**config.mk**
```make
export PLATFORM = sky130hd
export DESIGN_NAME = dmux_stream
export DESIGN_NICKNAME = d
export VERILOG_FILES = /design/src/rtl/dmux_stream.sv
export SDC_FILE = /design/constraint.sdc
export NUM_CORES = 1
export LEC_CHECK = 0
export ABC_CLOCK_PERIOD_IN_PS = 2140
export CAP_MARGIN = 20
export CORE_ASPECT_RATIO = 1.2
export CORE_UTILIZATION = 34
export DETAILED_ROUTE_END_ITERATION = 7
export PLACE_DENSITY = 0.63
export RECOVER_POWER = 25
export REMOVE_ABC_BUFFERS = 1
export SLEW_MARGIN = 20
export SYNTH_ARGS = -nofsm -noshare
export SYNTH_HDL_FRONTEND = slang
export SYNTH_SLANG_ARGS = --single-unit
```
**constraint.sdc**
```tcl
create_clock -name clk -period 2.14 [get_ports clk]
set_input_delay 0.428 -clock clk [delete_from_list [all_inputs] [get_ports clk]]
set_output_delay 0.428 -clock clk [all_outputs]
set_load 0.005 [all_outputs]
```
**src/rtl/dmux_stream.sv**
```systemverilog
`default_nettype none
// dmux_stream: valid/ready stream demultiplexer into WAYS one-entry output
// registers, with broadcast and saturating out-of-range drop counting.
module dmux_stream #(
  parameter int WIDTH = 16,
  parameter int WAYS  = 8,
  parameter int SEL_W = $clog2(WAYS)
) (
  input  logic                  clk,
  input  logic                  rst_n,
  input  logic [WIDTH-1:0]      in_data,
  input  logic [SEL_W-1:0]      in_sel,
  input  logic                  in_bcast,
  input  logic                  in_valid,
  output logic                  in_ready,
  output logic [WAYS*WIDTH-1:0] out_data,
  output logic [WAYS-1:0]       out_valid,
  input  logic [WAYS-1:0]       out_ready,
  output logic                  drop_pulse,
  output logic [7:0]            drop_cnt
);

  localparam logic [SEL_W:0] WAYS_W = (SEL_W+1)'(WAYS);

  logic [WAYS-1:0] free;
  logic [WAYS-1:0] load;
  logic            sel_ok;
  logic            sel_free;
  logic            accept;
  logic            drop;

  // A channel can take a word if empty or being drained this same cycle.
  assign free   = ~out_valid | out_ready;
  assign sel_ok = {1'b0, in_sel} < WAYS_W;

  always_comb begin
    sel_free = 1'b0;
    for (int k = 0; k < WAYS; k++) begin
      if (in_sel == SEL_W'(k)) sel_free = free[k];
    end
  end

  // Out-of-range selects are always accepted so the source never stalls on them.
  assign in_ready = in_bcast ? (&free) : (sel_ok ? sel_free : 1'b1);
  assign accept   = in_valid && in_ready;
  assign drop     = accept && !in_bcast && !sel_ok;

  always_comb begin
    load = '0;
    for (int k = 0; k < WAYS; k++) begin
      load[k] = accept && (in_bcast || (sel_ok && (in_sel == SEL_W'(k))));
    end
  end

  always_ff @(posedge clk or negedge rst_n) begin
    if (!rst_n) begin
      out_valid <= '0;
      out_data  <= '0;
    end else begin
      for (int k = 0; k < WAYS; k++) begin
        if (load[k]) begin
          out_valid[k]               <= 1'b1;
          out_data[k*WIDTH +: WIDTH] <= in_data;
        end else if (out_ready[k]) begin
          out_valid[k] <= 1'b0;
        end
      end
    end
  end

  always_ff @(posedge clk or negedge rst_n) begin
    if (!rst_n) begin
      drop_pulse <= 1'b0;
      drop_cnt   <= 8'd0;
    end else begin
      drop_pulse <= drop;
      if (drop && (drop_cnt != 8'hFF)) drop_cnt <= drop_cnt + 8'd1;
    end
  end

endmodule
`default_nettype wire

```
==> results of run 1 <==
[flip-flops by register name, summed over array words and instances (netlist names)]
| register | cells |
|---|---|
| out_valid | 8 |
| out_data | 128 |
[kinds of logic after synthesis]
family / Yosys count / share of synthesized area (%)
DFF: 136 / 62.2
buffers and inverters: 23 / 2.86
AOI/OAI and AO/OA: 15 / 2.24
and+or+nand+nor: 43 / 5.74
muxes: 128 / 26.9
other: 1 / 0.0685
[cell usage in the layout, fill, tap and decap left out, types with 3 or more instances in the layout]
cell,netlist,layout
nand2b_4,1,8
nor2_1,7,4
clkbuf_16,0,19
mux2_2,119,112
nor3_4,2,3
dlygate4sd2_1,0,3
conb_1,1,9
mux2_4,9,16
buf_6,1,4
buf_4,11,32
clkbuf_8,0,3
nand2_1,5,4
bufinv_16,0,3
clkdlybuf4s50_1,0,160
nor2_2,0,3
dfrtp_1,136,136
buf_12,0,9
o211ai_2,3,3
[power by group]
part	internal [W]	switching, W	leakage, nW
combinational	0.00199	0.000921	1.79
sequential	0.00328	0.000382	1.61
clock	0.00193	0.00108	0.297
[area by class of cell]
cell class | instances | area (um2) | area share [%]
Clock buffer | 22 | 474 | 5.53
Timing Repair Buffer | 216 | 2200 | 25.6
Multi-Input combinational cell | 195 | 2100 | 24.5
Clock inverter | 10 | 141 | 1.65
Inverter | 1 | 3.75 | 0.0438
Tap cell | 208 | 260 | 3.03
Sequential cell | 136 | 3400 | 39.7
[layer usage]
layer | up-vias | routed length, um | GRT usage (%)
met5 | - | 0 | 0
met4 | 0 | 90 | 5.26
met3 | 7 | 723 | 5.58
met2 | 115 | 7750 | 32.2
met1 | 1914 | 6360 | 22.2
li1 | 1659 | - | -
[per-stage QoR]
step	setup TNS (ns)	power, W	setup WS (ns)	std cells
after detailed placement	-42.40	0.00654	-0.626	746
final	-0.104	0.00959	-0.0649	788
after global placement	-44.40	0.00649	-0.680	746
after CTS	-0.0612	0.00964	-0.0612	781
after global routing	-2.10	0.0100	-0.109	788
after floorplan	-0.228	0.00455	-0.0143	332
[worst max-delay path: cells and delay by family]
| kind | cells | cell delay (ns) |
|---|---|---|
| compound gates | 2 | 0.45 |
| simple gates | 2 | 0.25 |
| buf+inv | 2 | 0.64 |
[how the worst max path moves through the flow]
stage                 startpoint            to  slack [ns]  depth (start not counted)
finish              out_ready[6]      in_ready       -0.06                          6
global route        out_ready[2]      in_ready       -0.11                          6
CTS                 out_valid[5]      in_ready       -0.06                          5
detailed placement     in_sel[0]      in_ready       -0.63                          6
global placement       in_sel[0]      in_ready       -0.68                          6
floorplan           out_ready[7]  out_data[16]       -0.01                          5
[repair_timing]
action | CTS | global route
hold buffers | 1 | 0
endpoints found under the hold margin | 42 | 0
setup endpoints to repair | 17 | 46
pin swaps | 3 | 8
cloned | 0 | 2
setup buffers | 2 | 7
gates resized for setup | 21 | 21
==> results.sh, run 1 <==
export IMPL_outcome="complete, but fails checks"
export IMPL_violations="setup timing"
export IMPL_fin_nets=598
export IMPL_totalWireLength_um=14900
export IMPL_crit_arrival_ns=1.78
export IMPL_die_height_um=141
export IMPL_dr_pass1_iters=4
export IMPL_final_setup_worst_slack_ns=-0.0649
export IMPL_place_area_um2=7710
export IMPL_r2r_start="out_valid[5]"
export IMPL_synthCells=346
export IMPL_grt_pass1_wl_um=23300
export IMPL_slew_headroom_pct=21.4
export IMPL_path_clk_slew_ns=0.06
export IMPL_worstHoldPathCells=4
export IMPL_die_width_um=118
export IMPL_cts_tree="yes"
export IMPL_synth_largest_type_area_fraction_pct=62.2
export IMPL_antenna_found_initial=0
export IMPL_via_per_inst=4.69
export IMPL_portBuffers=167
export IMPL_area_growth_pct=56.7
export IMPL_drcViolationCount=0
export IMPL_max_clock_path_buffers=2
export IMPL_ys_warnings_count=0
export IMPL_drtIter0Drc=148
export IMPL_syn_area_um2=5480
export IMPL_reg2reg_depth=8
export IMPL_yosysTopAreaCell="dfrtp_1"
export IMPL_hp_start="out_ready[1]"
export IMPL_crit_fanout=2
export IMPL_slowest_delay_ns=0.49
export IMPL_end_kind="primary output"
export IMPL_routedWlPerCell_um=18.9
export IMPL_slew_violations=0
export IMPL_synth_main_ff_cell="dfrtp_1"
export IMPL_track_usage_pct=18.6
export IMPL_finalHoldViolations=0
export IMPL_worstMarginPinSlew_ns=1.18
export IMPL_skew_ns=0.00704
export IMPL_fill_cells=1340
export IMPL_cp_slowest_cell="clkdlybuf4s50_1"
export IMPL_die_area_um2=16600
export IMPL_drv_cap=0
export IMPL_clock_fmax_mhz=454
export IMPL_synth_edff_count=0
export IMPL_powerDensity_nw_per_um2=1120
export IMPL_globalplace_congestion=0.760
export IMPL_cts_buffers=17
export IMPL_peakVddDrop_uv=550
export IMPL_initial_core_util_pct=34.9
export IMPL_grt_overflow=0
export IMPL_synth_most_common_cell="dfrtp_1"
export IMPL_htree_levels=4
export IMPL_syn_area_per_cell_um2=15.8
export IMPL_total_leakage_power_nw=3.69
export IMPL_synthTopCellsByCount="dfrtp_1 (136), mux2_2 (119), buf_4 (11), mux2_4 (9), buf_2 (8)"
export IMPL_grt_max_degree=46
export IMPL_ys_seq_area_share_pct=62.2
export IMPL_drive_gt1_share_pct=41.7
export IMPL_ys_ff_latch=136
export IMPL_rsz0062_at_grt="true"
export IMPL_vias=3695
export IMPL_rows=50
export IMPL_cts_sinks=136
export IMPL_pin_count=177
export IMPL_crit_chain="clkdlybuf4s50_1 -> nand2b_4 -> nand4_4 -> o21a_4 -> a311oi_2 -> buf_2"
export IMPL_n_antenna_cell=0
export IMPL_critPathKind="primary input to primary output"
export IMPL_core_um2=15700
export IMPL_utilization_pct=54.6
export IMPL_required_ns=1.71
export IMPL_min_to="out_valid[1]"
export IMPL_timing_rr_end="out_data[95]"
export IMPL_async_reset_ff_share_pct=100
export IMPL_hpwl_um=10000
export IMPL_finalSetupViolCount=10
export IMPL_cts_root_buf="clkbuf_16"
export IMPL_synth_distinct_cells=41
export IMPL_finalInstanceArea_um2=8580
export IMPL_period_needed_ns=2.20
export IMPL_grt_pass1_vias=4090
export IMPL_antenna_left=0
export IMPL_reg2reg_slack_ns=0.10
export IMPL_start_kind="primary input"
export IMPL_clk_latency_ns=0.41
export IMPL_hold_path_class="primary input to register"
export IMPL_period_share_pct=103
export IMPL_synth_area_leaders="dfrtp_1 (62%), mux2_2 (24%), mux2_4 (2.5%)"
export IMPL_holdWs_ns=0.492
Power figures use the tool's default switching activity.
==> inputs of run 2 (changes only) <==
ABC_CLOCK_PERIOD_IN_PS = 2500   (was 2140)
clock period = 2.5 ns   (was 2.14 ns; I/O delays follow)
==> results.sh, run 2 (synthesis results as in run 1) <==
export IMPL_outcome="complete, no violations"
export IMPL_worstMarginPinSlew_ns=1.02
export IMPL_cp_slowest_cell="clkdlybuf4s50_1"
export IMPL_total_leakage_power_nw=3.53
export IMPL_slew_headroom_pct=32.0
export IMPL_cts_buffers=17
export IMPL_rows=50
export IMPL_critPathKind="primary input to primary output"
export IMPL_slowest_delay_ns=0.45
export IMPL_top_register="out_data"
export IMPL_finalHoldViolations=0
export IMPL_reg_top3="out_data: 128 flops, out_valid: 8 flops"
export IMPL_fill_cells=1356
export IMPL_final_common_cell="clkdlybuf4s50_1"
export IMPL_grt_pass1_vias=3882
export IMPL_skew_ns=0.00651
export IMPL_powerDensity_nw_per_um2=956
export IMPL_cts_root_buf="clkbuf_16"
export IMPL_portBuffers=167
export IMPL_pin_count=177
export IMPL_path_clk_slew_ns=0.05
export IMPL_utilization_pct=52.7
export IMPL_worstHoldPathCells=1
export IMPL_finalSetupViolCount=0
export IMPL_holdWs_ns=0.503
export IMPL_track_usage_pct=18.0
export IMPL_via_per_inst=4.71
export IMPL_totalWireLength_um=14300
export IMPL_reg2reg_depth=12
export IMPL_hold_path_class="register to register"
export IMPL_n_antenna_cell=0
export IMPL_initial_core_util_pct=34.9
export IMPL_rsz0062_at_grt="false"
export IMPL_peakVddDrop_uv=537
export IMPL_reg2reg_slack_ns=0.17
export IMPL_grt_pass1_wl_um=22600
export IMPL_start_kind="primary input"
export IMPL_drcViolationCount=0
export IMPL_mostFrequentLayoutCells="clkdlybuf4s50_1 (162), dfrtp_1 (136), mux2_2 (118)"
export IMPL_required_ns=2.00
export IMPL_period_needed_ns=2.38
export IMPL_grt_max_degree=68
export IMPL_p_total_w=0.00791
export IMPL_crit_fanout=4
export IMPL_max_clock_path_buffers=2
export IMPL_globalplace_congestion=0.774
export IMPL_drtIter0Drc=184
export IMPL_die_area_um2=16600
export IMPL_end_kind="primary output"
export IMPL_core_um2=15700
export IMPL_area_growth_pct=51.2
export IMPL_fin_nets=590
export IMPL_slew_violations=0
export IMPL_dr_pass1_iters=4
export IMPL_antenna_found_initial=0
export IMPL_crit_buf_inv=2
export IMPL_drv_cap=0
export IMPL_period_share_pct=95.2
export IMPL_grt_overflow=0
export IMPL_antenna_left=0
export IMPL_drive_gt1_share_pct=38.6
export IMPL_cts_tree="yes"
export IMPL_cts_sinks=136
export IMPL_clock_fmax_mhz=420
export IMPL_crit_arrival_ns=1.88
export IMPL_cp_num_cells=7
export IMPL_vias=3663
export IMPL_die_width_um=118
export IMPL_hpwl_um=10000
export IMPL_crit_chain="clkdlybuf4s50_1 -> nand2b_2 -> nand3_1 -> nor2_1 -> nor3_1 -> a311oi_1 -> buf_2"
export IMPL_largest_register_ffs=128
export IMPL_clk_latency_ns=0.41
export IMPL_htree_levels=4
export IMPL_die_height_um=141
export IMPL_critical_path_top_delay_family="buffers and inverters"
export IMPL_routedWlPerCell_um=18.4
[run 2: cell types whose count changed in the layout (fill, tap and decap cells not counted), sizes merged]
cell           change
buf                -6
clkbuf             -2
clkdlybuf4s50      +2
inv                -2
bufinv             -1
clkinv             +1
dlygate4sd2        -1
dlymetal6s2s       -1
[run 2: final timing paths]
kind	from	to
worst max-delay path	out_ready[3]	in_ready
worst min-delay path	out_data[34]	out_data[34]
worst max register to register	out_valid[5]	out_data[91]
worst min register to register	out_data[34]	out_data[34]
max in group asynchronous	rst_n	out_data[37]
min in group asynchronous	rst_n	out_valid[7]
[run 2: what timing repair did]
action | in CTS | in global routing
gates cloned | 0 | 1
hold buffers | 1 | 0
setup endpoints to repair | 1 | 17
pin swaps | 2 | 2
setup buffers | 5 | 4
hold endpoints to repair | 38 | 0
resized for setup | 9 | 6
[run 2: cell type report]
cell class | count | area [um2] | area share [%]
flip-flops and latches | 136 | 3400 | 41.1
repair buffers | 208 | 2070 | 25.0
multi-input cells | 195 | 1980 | 23.9
clock buffers | 22 | 464 | 5.61
well taps | 208 | 260 | 3.14
clock inverters | 8 | 98.8 | 1.19
inverters | 1 | 3.75 | 0.0453
[run 2: where the power goes]
part	internal [W]	total [W]	switching, W
Clock	0.00150	0.00239	0.000889
Combinational	0.00164	0.00239	0.000751
Sequential	0.00281	0.00313	0.000321
[run 2: routing by layer]
layer  vias up  part of all wire, %  wire (um)  track usage (%)
met5         -                    0          0                0
met4         0                  1.8        253             6.95
met3        18                  5.1        728             4.73
met2       125                   50       7180             30.2
met1      1863                   43       6170             22.3
li1       1657                    -          -                -
[run 2: stage by stage]
stage	setup TNS, ns	setup WS (ns)	cell area, um2	cells
6_report	0	0.120	8280	778
3_5_place_dp	-7.14	-0.389	7590	737
2_1_floorplan	0	0.274	5350	332
5_1_grt	0	0.0272	8280	778
3_3_place_gp	-7.78	-0.438	7590	737
4_1_cts	0	0.0575	8210	773
==> RTL change (flow settings as in run 1) <==
`WIDTH`: 16 -> 32.
--- a/src/rtl/dmux_stream.sv
+++ b/src/rtl/dmux_stream.sv
@@ -3,5 +3,5 @@
 // registers, with broadcast and saturating out-of-range drop counting.
 module dmux_stream #(
-  parameter int WIDTH = 16,
+  parameter int WIDTH = 32,
   parameter int WAYS  = 8,
   parameter int SEL_W = $clog2(WAYS)
Ports: changed (resized in_data and out_data); port bits go from 177 to 321. The function was not compared with the original's and may differ.
==> RTL change against run 1 <==
- the run ends with capacitance limit, slew limit, setup timing left
- wire length increased by 120%
- setup slack lost 290 ps
- total power up 110%
- register-to-register slack lost 450 ps
- area after synthesis up 89%
- sequential cell count grew 128
- via count grew 86%
- maximum frequency down 12%
- design area up 93%
==> RTL change: results (changes against run 1) <==
Filler Cells Inserted - 2437 (+82%)
FFs w/ async S/R, synth - 100% (unchanged)
GRT Util Overall - 19.9% (+1.4 points)
pre-CTS WS - -951 ps (-326 ps)
area post-placement - 0.0143 mm² (+86%)
critical path data arrival time - 2070 ps (+290 ps)
final std cells w/o fill - 1433 (+82%)
# placed instances - 1346 (+80%)
Regs by FF count - out_data: 256 flops, out_valid: 8 flops
Hold-fix buffers, CTS - 1 (unchanged)
Max VDD drop - 0.852 mV (+55%)
H-tree depth - 1 (-3)
Final nets - 1070 (+79%)
Lkg Pwr - 7.14 nW (+94%)
Hold Path Class - reg2reg
TNS Setup - -70250 ps (-70150 ps)
CP Max Fanout - 2 (unchanged)
vias in the first global route - 7138 (+75%)
CTS buffer count - 27 (+10)
largest cells by area after synthesis - dfrtp_1 (64%), mux2_2 (24%), mux2_1 (3.5%)
Clock Tree Buf Depth - 3 (+1)
area grow syn2layout - 60.1%
final setup vio count - 262 (+252)
Final Max Tran Viols - 61 (+61)
switching share of total power - 25.7% (+0.79 points)
Synthesis Warnings - 0 (unchanged)
initial antenna violation count - 0 (unchanged)
Commonest cells post-synth - dfrtp_1 (264), mux2_2 (224), mux2_1 (32), buf_6 (18)
Clk Latency, worst-skew pair - 540 ps (+130 ps)
Seq group - 7.57 mW (+110%)
post-synthesis cell count - 622 (+80%)
reported combinational group power - 7.28 mW (+150%)
register area share after synthesis - 64.0% (+1.8 points)
I/O Buffers - 311 (+86%)
pin count of the biggest net entering global routing - 63 (+37%)
Post-CTS Setup Repair Bufs - 18 (+16)
synth unique cells - 38 (-7.3%)
DRT iter0 DRCs - 261 (+76%)
Max Cap Viol - 1 (+1)
outcome - finished with violations
Power Internal - 14.8 mW (+110%)
global placement routability congestion - 0.805 (+5.9%)
cts repair resizes - 125 (+500%)
Final HPWL DP - 19.4 mm (+93%)
clock skew - 13.4 ps (+6.39 ps)
failing checks - capacitance limit, slew limit, setup timing
share of layout cells above drive strength 1 - 38.4% (-3.3 points)
Slew HR - -7.35% (-29 points)
first-pass GRT wire length - 46.6 mm (+100%)
ys flop type - dfrtp_1
Vias - 6869 (+86%)
Final WS setup - -353 ps (-288 ps)
WL/cell - 23.0 µm (+21%)
RTL change: cell types whose count changed in the layout (fill, tap and decap cells not counted), sizes merged, moves of 4 or more:
cell	change
clkdlybuf4s50	+147
dfrtp	+128
mux2	+128
buf	+38
clkbuf	+20
nor4	+7
nand2b	-6
o21ai	+5
clkinv	+4
nor2	-4
RTL change: path summary, 6_finish.rpt:
path | to | startpoint | slack (ps) | depth (start not counted)
max | in_ready | out_valid[0] | -350 | 7
min | out_data[93] | out_data[93] | 480 | 1
max reg2reg | out_data[117] | out_valid[0] | -350 | 10
min reg2reg | out_data[93] | out_data[93] | 480 | 1
max in group asynchronous | out_data[177] | rst_n | 210 | 3
min in group asynchronous | out_data[146] | rst_n | 850 | 2
RTL change: area by class of cell:
class	count	area share (%)
multi-input combinational	322	24.2
clock inverter	13	1.15
clock buffer	36	4.72
timing repair buffer	404	26.9
sequential	264	40.0
inverter	4	0.0908
tap	390	2.95
RTL change: critical path, stage by stage, from the launching register on:
cell     delay (ps)
dfrtp_1         360
buf_6           100
or3b_2          450
a22oi_2         120
o311a_1         210
buf_4           120
nor3_4           30
buf_2           130
RTL change: layer usage:
| layer | track usage (%) | up-vias | routed length [µm] |
|---|---|---|---|
| li1 | - | 3019 | - |
| met1 | 25.3 | 3572 | 13700 |
| met2 | 34.2 | 235 | 16400 |
| met3 | 5.03 | 43 | 2180 |
| met4 | 4.25 | 0 | 612 |
| met5 | 0 | - | 0 |
RTL change: cell families (layout without fill, tap and decap cells):
| logic type | after synthesis | in the layout | synth area share [%] |
|---|---|---|---|
| compound gates | 24 | 24 | 1.67 |
| buf+inv | 44 | 457 | 3.39 |
| flops | 264 | 264 | 64.0 |
| mux | 256 | 256 | 27.9 |
| other cells | 1 | 9 | 0.0363 |
| simple gates | 33 | 33 | 2.97 |
